[src/rtl/serial_adder_ctrl.sv]
// serial_adder_ctrl: bit-serial adder, one full-adder cell shared over WIDTH cycles, LSB first
module serial_adder_ctrl #(
  parameter int WIDTH = 8
) (
  input  logic             clk_i,
  input  logic             rst_ni,
  input  logic             start_i,
  input  logic [WIDTH-1:0] a_i,
  input  logic [WIDTH-1:0] b_i,
  input  logic             cin_i,
  output logic             busy_o,
  output logic             done_o,
  output logic [WIDTH-1:0] s_o,
  output logic             cout_o
);
  localparam int CW = $clog2(WIDTH);
  typedef enum logic [1:0] {IDLE, ADD, FIN} state_e;
  state_e           state_q;
  logic [WIDTH-1:0] sa_q, sb_q, sacc_q, s_q;
  logic             c_q, cout_q;
  logic [CW-1:0]    cnt_q;
  logic             bit_d, c_d, last_d;
  logic [WIDTH-1:0] sacc_d;
  // Full-adder cell as two half adders with the carries ORed
  always_comb begin
    bit_d  = sa_q[0] ^ sb_q[0] ^ c_q;
    c_d    = (sa_q[0] & sb_q[0]) | (c_q & (sa_q[0] ^ sb_q[0]));
    sacc_d = {bit_d, sacc_q[WIDTH-1:1]};
    last_d = cnt_q == CW'(WIDTH - 1);
  end
  // Sequencer: capture operands, shift one bit per cycle, publish the result on the final bit
  always_ff @(posedge clk_i or negedge rst_ni) begin
    if (!rst_ni) begin
      state_q <= IDLE;
      sa_q    <= '0;
      sb_q    <= '0;
      sacc_q  <= '0;
      s_q     <= '0;
      c_q     <= 1'b0;
      cout_q  <= 1'b0;
      cnt_q   <= '0;
    end else begin
      case (state_q)
        IDLE: if (start_i) begin
          sa_q    <= a_i;
          sb_q    <= b_i;
          c_q     <= cin_i;
          cnt_q   <= '0;
          sacc_q  <= '0;
          state_q <= ADD;
        end
        ADD: begin
          c_q    <= c_d;
          sacc_q <= sacc_d;
          sa_q   <= sa_q >> 1;
          sb_q   <= sb_q >> 1;
          cnt_q  <= last_d ? '0 : cnt_q + 1'b1;
          if (last_d) begin
            s_q     <= sacc_d;
            cout_q  <= c_d;
            state_q <= FIN;
          end
        end
        FIN:     state_q <= IDLE;
        default: state_q <= IDLE;
      endcase
    end
  end
  assign busy_o = state_q == ADD;
  assign done_o = state_q == FIN;
  assign s_o    = s_q;
  assign cout_o = cout_q;
endmodule

[config.mk]
export PLATFORM = sky130hd
export DESIGN_NAME = serial_adder_ctrl
export DESIGN_NICKNAME = d
export VERILOG_FILES = /design/src/rtl/serial_adder_ctrl.sv
export SDC_FILE = /design/constraint.sdc
export NUM_CORES = 1
export LEC_CHECK = 0
export ABC_AREA = 1
export CORE_UTILIZATION = 47
export DETAILED_ROUTE_END_ITERATION = 16
export PLACE_DENSITY_LB_ADDON = 0.05
export SYNTH_ARGS = -nofsm -noshare
export SYNTH_HDL_FRONTEND = slang
export SYNTH_SLANG_ARGS = --single-unit
[constraint.sdc]
create_clock -name clk_i -period 1.24 [get_ports clk_i]
set_input_delay 0.248 -clock clk_i [delete_from_list [all_inputs] [get_ports clk_i]]
set_output_delay 0.248 -clock clk_i [all_outputs]
set_load 0.05 [all_outputs]
==> results of run 1 <==
## worst paths after layout
path,startpoint,end,depth (start not counted)
max reg2reg,state_q[1],sacc_q[1],6
max in group asynchronous,rst_ni,sa_q[2],3
min,rst_ni,s_o[1],3
min in group clk_i,sa_q[2],sa_q[2],2
min reg2reg,sa_q[2],sa_q[2],2
max,state_q[1],busy_o,3
## cell families after synthesis
logic type | Yosys count | synth area share (%)
AOI/OAI and AO/OA | 20 | 5.72
adders and majority gates | 3 | 2.48
buffers and inverters | 52 | 12.7
DFF | 38 | 52.3
and+or+nand+nor | 107 | 26.7
## Yosys cell counts
cell,n,area (µm²)
nor2_2,1,6.26
nor2_1,2,7.51
inv_4,1,6.26
nand2_2,1,6.26
o21ai_1,19,95.1
buf_4,2,15.0
inv_6,1,8.76
nand2_8,2,40.0
nand2_1,69,259
ha_1,2,25.0
nand2_4,1,11.3
nand3_1,31,155
fa_1,1,20.0
a21oi_2,1,8.76
inv_1,41,154
buf_6,2,22.5
dfrtp_1,38,951
buf_2,5,25.0
## layout by cell type (no fill, tap or decap)
cell type / n
a21oi_2: 1
buf_12: 18
buf_2: 1
buf_4: 14
buf_6: 4
buf_8: 2
clkbuf_16: 2
clkbuf_8: 6
clkdlybuf4s50_1: 18
clkinv_2: 1
clkinv_8: 1
clkinvlp_4: 1
dfrtp_1: 38
dlygate4sd3_1: 1
fa_2: 1
ha_2: 1
ha_4: 1
inv_1: 39
inv_2: 2
inv_4: 1
inv_6: 1
inv_8: 1
nand2_1: 57
nand2_2: 10
nand2_4: 4
nand2_8: 3
nand3_1: 19
nand3_2: 10
nand3_4: 2
nor2_2: 1
nor2_4: 2
o21ai_1: 8
o21ai_2: 11
## metrics by stage
step | setup TNS (ns) | cell area, µm²
CTS | -0.258 | 2590
global route | -2.50 | 2940
finish | -1.24 | 2940
floorplan | -0.00933 | 1830
global placement | -0.638 | 2400
detailed placement | -0.945 | 2400
## flip-flops by register name, indices dropped and copies added (netlist names)
| signal | flops |
|---|---|
| c_q | 1 |
| cnt_q | 3 |
| cout_o | 1 |
| s_o | 8 |
| sa_q | 8 |
| sacc_q | 7 |
| sb_q | 8 |
| state_q | 2 |
## what timing repair did
item / CTS / global route
endpoints found under the hold margin: 38 / 0
endpoints found under the setup margin: 8 / 36
gates cloned: 0 / 5
pin swaps: 3 / 17
hold buffers: 1 / 0
setup buffers: 10 / 5
gates resized for setup: 4 / 59
## layout make-up
class,count,share of cell area [%]
clock buffers,6,2.81
clock inverters,2,0.426
inverters,43,6.01
multi-input cells,131,28.9
flip-flops and latches,38,32.4
well taps,48,2.05
repair buffers,60,26.8
repair inverters,2,0.682
## per-layer routing
layer / global-route usage (%) / part of all wire, % / vias to the layer above
li1: - / - / 793
met1: 25.5 / 39 / 812
met2: 36.4 / 55 / 57
met3: 4.46 / 4.0 / 8
met4: 5.00 / 1.9 / 0
met5: 0 / 0 / -
## power groups by stage
stage               logic, mW  registers, mW  clock network, mW
floorplan                1.64           2.50                  0
detailed placement       3.32           2.19                  0
global route             4.83           2.29              0.960
finish                   4.46           2.23              0.887
CTS                      3.53           2.17              0.890
global placement         3.27           2.17                  0
## worst max-delay path, delay by kind of cell (launching register included)
kind          cells  cell delay [ns]
buf+inv           2             0.24
flops             1             0.45
simple gates      1             0.17
==> impl_metrics.env, run 1 <==
export IMPL_grt_usage_pct=20.6
export IMPL_grt_pass1_wl_mm=6.52
export IMPL_utilization_pct=79.6
export IMPL_insertion_delay_ns=0.28
export IMPL_post_route_min_period_ns=1.39
export IMPL_cts_tree="done"
export IMPL_crit_required_ns=0.99
export IMPL_skew_ns=0.00656
export IMPL_synth_yosys_warnings=0
export IMPL_synth_nets=243
export IMPL_slew_viol_final=0
export IMPL_p_switching_mw=3.20
export IMPL_p_comb_share_pct=58.9
export IMPL_whs_ns=0.455
export IMPL_worst_pin_slew_ns=0.213
export IMPL_clk_pin_slew_ns=0.08
export IMPL_globalRouteOverflowTotal=0
export IMPL_rrSetupSlack_ns=-0.08
export IMPL_violations="setup timing"
export IMPL_finalHoldViolCount=0
export IMPL_swShare_pct=42.2
export IMPL_path_class="reg -> out"
export IMPL_fp_dieArea_um2=4120
export IMPL_power_density_nw_per_um2=2580
export IMPL_maxCapViolations=0
export IMPL_endpoint_kind="output pin"
export IMPL_ff_latch_area_um2=951
export IMPL_nNetsFinal=304
export IMPL_setup_viol=26
export IMPL_die_width_um=64.2
export IMPL_ir_drop_mv=1.24
export IMPL_rsz0062_at_grt="true"
export IMPL_p_leak_nw=1.52
export IMPL_netlist_instances=220
export IMPL_grt_pass1_vias=1452
export IMPL_cp_arrival_ns=1.14
export IMPL_area_growth_pct=61.6
export IMPL_timing_critical_path_fanout_max=2
export IMPL_relSlewSlack_pct=85.8
export IMPL_routabilityCongestion=0.741
export IMPL_crit_chain="nor2_4 -> buf_12 -> buf_12"
export IMPL_totalPowerFinal_mw=7.58
export IMPL_routed_wl_mm=4.62
export IMPL_cts_root_buffer="clkbuf_8"
export IMPL_max_stage_delay_ns=0.45
export IMPL_wl_per_cell_um=14.0
export IMPL_antennaDiodeCount=0
export IMPL_cts_buffer_depth=2
export IMPL_io_buffers=30
export IMPL_place_ws_ns=-0.0532
export IMPL_grt_max_degree=39
export IMPL_placed_cells=302
export IMPL_core_area_um2=3690
export IMPL_seqPwrFrac_pct=29.4
export IMPL_die_h_um=64.2
export IMPL_synth_distinct_cells=18
export IMPL_ant_nets=0
export IMPL_cp_common_cell="buf_12"
export IMPL_drc=0
export IMPL_cts_buffers=5
export IMPL_startpoint_type="flip-flop"
export IMPL_p_int_mw=4.38
export IMPL_syn_area_per_cell_um2=8.26
export IMPL_io_pins=31
export IMPL_fin_crit_sh_pct=112
export IMPL_max_freq_ghz=0.720
export IMPL_vias_per_cell=5.06
export IMPL_htree_num_levels=2
export IMPL_nFillCells=223
export IMPL_syn_area_um2=1820
export IMPL_ys_seq_area_share_pct=52.3
export IMPL_dpl_hpwl_mm=2.44
export IMPL_synth_seq_cells=38
export IMPL_pwr_share_clk_pct=11.7
export IMPL_initial_utilization_pct=49.3
export IMPL_layout_cells_non_filler=330
export IMPL_drive_gt1_share_pct=36.2
export IMPL_dr_pass1_iters=4
export IMPL_outcome="finished with violations"
export IMPL_vias=1670
export IMPL_antenna_found_initial=0
export IMPL_cp_slowest_cell="dfrtp_1"
export IMPL_cts_sinks=38
export IMPL_multi_input_comb_area_um2=848
export IMPL_timing_final_ws_setup_ns=-0.149
export IMPL_drt_initial_drc_count=80
export IMPL_hp_class="in -> async"
export IMPL_row_count=22
(Power assumes the default switching activity.)
==> run 2, diff against run 1 <==
CORE_UTILIZATION = 40   (was 47)
SLEW_MARGIN = 0   (was unset)
TNS_END_PERCENT = 5   (was unset)
==> impl_metrics.env, run 2 (synthesis gave the netlist of run 1 again) <==
export IMPL_violations="setup timing"
export IMPL_drc=0
export IMPL_final_common_cell="nand2_1"
export IMPL_initial_utilization_pct=41.7
export IMPL_die_width_um=69.4
export IMPL_cts_sinks=38
export IMPL_rsz0062_at_grt="true"
export IMPL_vias_per_cell=4.56
export IMPL_routed_wl_mm=3.55
export IMPL_antenna_found_initial=0
export IMPL_post_route_min_period_ns=1.39
export IMPL_core_area_um2=4350
export IMPL_crit_required_ns=0.99
export IMPL_max_freq_ghz=0.717
export IMPL_setup_viol=2
export IMPL_grt_pass1_vias=1456
export IMPL_drt_initial_drc_count=70
export IMPL_final_setup_tns_ns=-0.283
export IMPL_r2r_cells=3
export IMPL_vias=1442
export IMPL_grt_usage_pct=17.0
export IMPL_area_growth_pct=40.4
export IMPL_antennaDiodeCount=0
export IMPL_endpoint="busy_o"
export IMPL_dpl_hpwl_mm=2.49
export IMPL_dpl_cell_area_um2=2380
export IMPL_insertion_delay_ns=0.29
export IMPL_fp_dieArea_um2=4820
export IMPL_drive_gt1_share_pct=18.9
export IMPL_io_pins=31
export IMPL_reg2reg_to="s_o[7]"
export IMPL_worst_pin_slew_ns=0.207
export IMPL_io_buffers=30
export IMPL_postLayoutCellArea_um2=2550
export IMPL_htree_num_levels=2
export IMPL_row_count=24
export IMPL_hp_class="in -> async"
export IMPL_totalPowerFinal_mw=6.59
export IMPL_die_h_um=69.4
export IMPL_max_stage_delay_ns=0.40
export IMPL_crit_path_start="state_q[0]"
export IMPL_fin_crit_sh_pct=112
export IMPL_outcome="finished with violations"
export IMPL_ir_drop_mv=0.852
export IMPL_skew_ns=0.00658
export IMPL_rrSetupSlack_ns=0.03
export IMPL_power_density_nw_per_um2=2580
export IMPL_routabilityCongestion=0.722
export IMPL_grt_pass1_wl_mm=6.49
export IMPL_finalHoldViolCount=0
export IMPL_crit_chain="inv_1 -> nor2_2 -> buf_6 -> buf_12"
export IMPL_endpoint_kind="output pin"
export IMPL_cts_tree="done"
export IMPL_timing_critical_path_fanout_max=2
export IMPL_regToRegStartpoint="sb_q[0]"
export IMPL_startpoint_type="flip-flop"
export IMPL_cts_buffers=5
export IMPL_slew_viol_final=0
export IMPL_mostFrequentLayoutCells="nand2_1, inv_1, dfrtp_1, nand3_1, clkdlybuf4s50_1"
export IMPL_ant_nets=0
export IMPL_wl_per_cell_um=11.2
export IMPL_nNetsFinal=286
export IMPL_cp_slowest_cell="dfrtp_1"
export IMPL_cts_buffer_depth=2
export IMPL_maxCapViolations=0
export IMPL_grt_max_degree=39
export IMPL_globalRouteOverflowTotal=0
export IMPL_cts_root_buffer="clkbuf_8"
export IMPL_relSlewSlack_pct=86.2
export IMPL_dr_pass1_iters=6
export IMPL_p_leak_nw=1.32
export IMPL_clk_pin_slew_ns=0.08
export IMPL_path_class="reg -> out"
export IMPL_timing_final_ws_setup_ns=-0.154
export IMPL_cp_arrival_ns=1.15
-- run 2: worst max-delay path: cells and delay by family (launching register included) --
family	cells	cell delay [ns]
and+or+nand+nor	1	0.13
buffers and inverters	3	0.34
DFF	1	0.40
-- run 2: metrics by stage --
| step | hold WS (ns) | utilization, % | instances | worst slack [ns] |
|---|---|---|---|---|
| after global placement | 0.235 | 54.7 | 306 | -0.0632 |
| after detailed placement | 0.232 | 54.7 | 306 | -0.0775 |
| after CTS | 0.460 | 57.6 | 316 | -0.174 |
| final | 0.454 | 58.6 | 316 | -0.154 |
| after global routing | 0.480 | 58.6 | 316 | -0.204 |
| after floorplan | -0.0476 | - | 220 | -0.00933 |
-- run 2: area by class of cell --
type / instances / area (µm²)
clock buffer: 5 / 68.8
clock inverter: 3 / 40.0
fill: 403 / 1800
inverter: 43 / 171
multi-input combinational: 130 / 676
sequential: 38 / 951
tap: 52 / 65.1
timing repair buffer: 45 / 578
-- run 2: routing by layer --
metal / global-route usage (%) / vias to the layer above / share of wire [%]
met5: 0 / - / 0
met4: 6.80 / 0 / 1.3
met3: 3.05 / 5 / 2.6
met2: 29.2 / 24 / 50
met1: 21.0 / 657 / 46
li1: - / 756 / -
-- run 2: power by group --
group          switching (mW)  leakage, nW  internal (mW)  total, mW
sequential              0.375        0.472           1.80       2.18
combinational            1.83        0.790           1.56       3.39
clock                   0.434       0.0579          0.592       1.03
total                    2.64         1.32           3.95       6.59
-- run 2: repair_timing --
action,4_1_cts,5_1_grt
setup endpoints to repair,2,29
pin swaps,1,4
hold buffers,1,0
buffers inserted,1,0
endpoints found under the hold margin,38,0
resized for setup,1,10
-- run 2: how the worst min path moves through the flow --
stage	start	end	slack, ns	depth (start not counted)
finish	rst_ni	state_q[0]	0.45	3
global route	rst_ni	s_o[2]	0.48	3
CTS	rst_ni	sa_q[0]	0.46	3
detailed placement	rst_ni	s_o[0]	0.23	2
global placement	rst_ni	s_o[1]	0.24	2
floorplan	rst_ni	c_q	-0.05	0
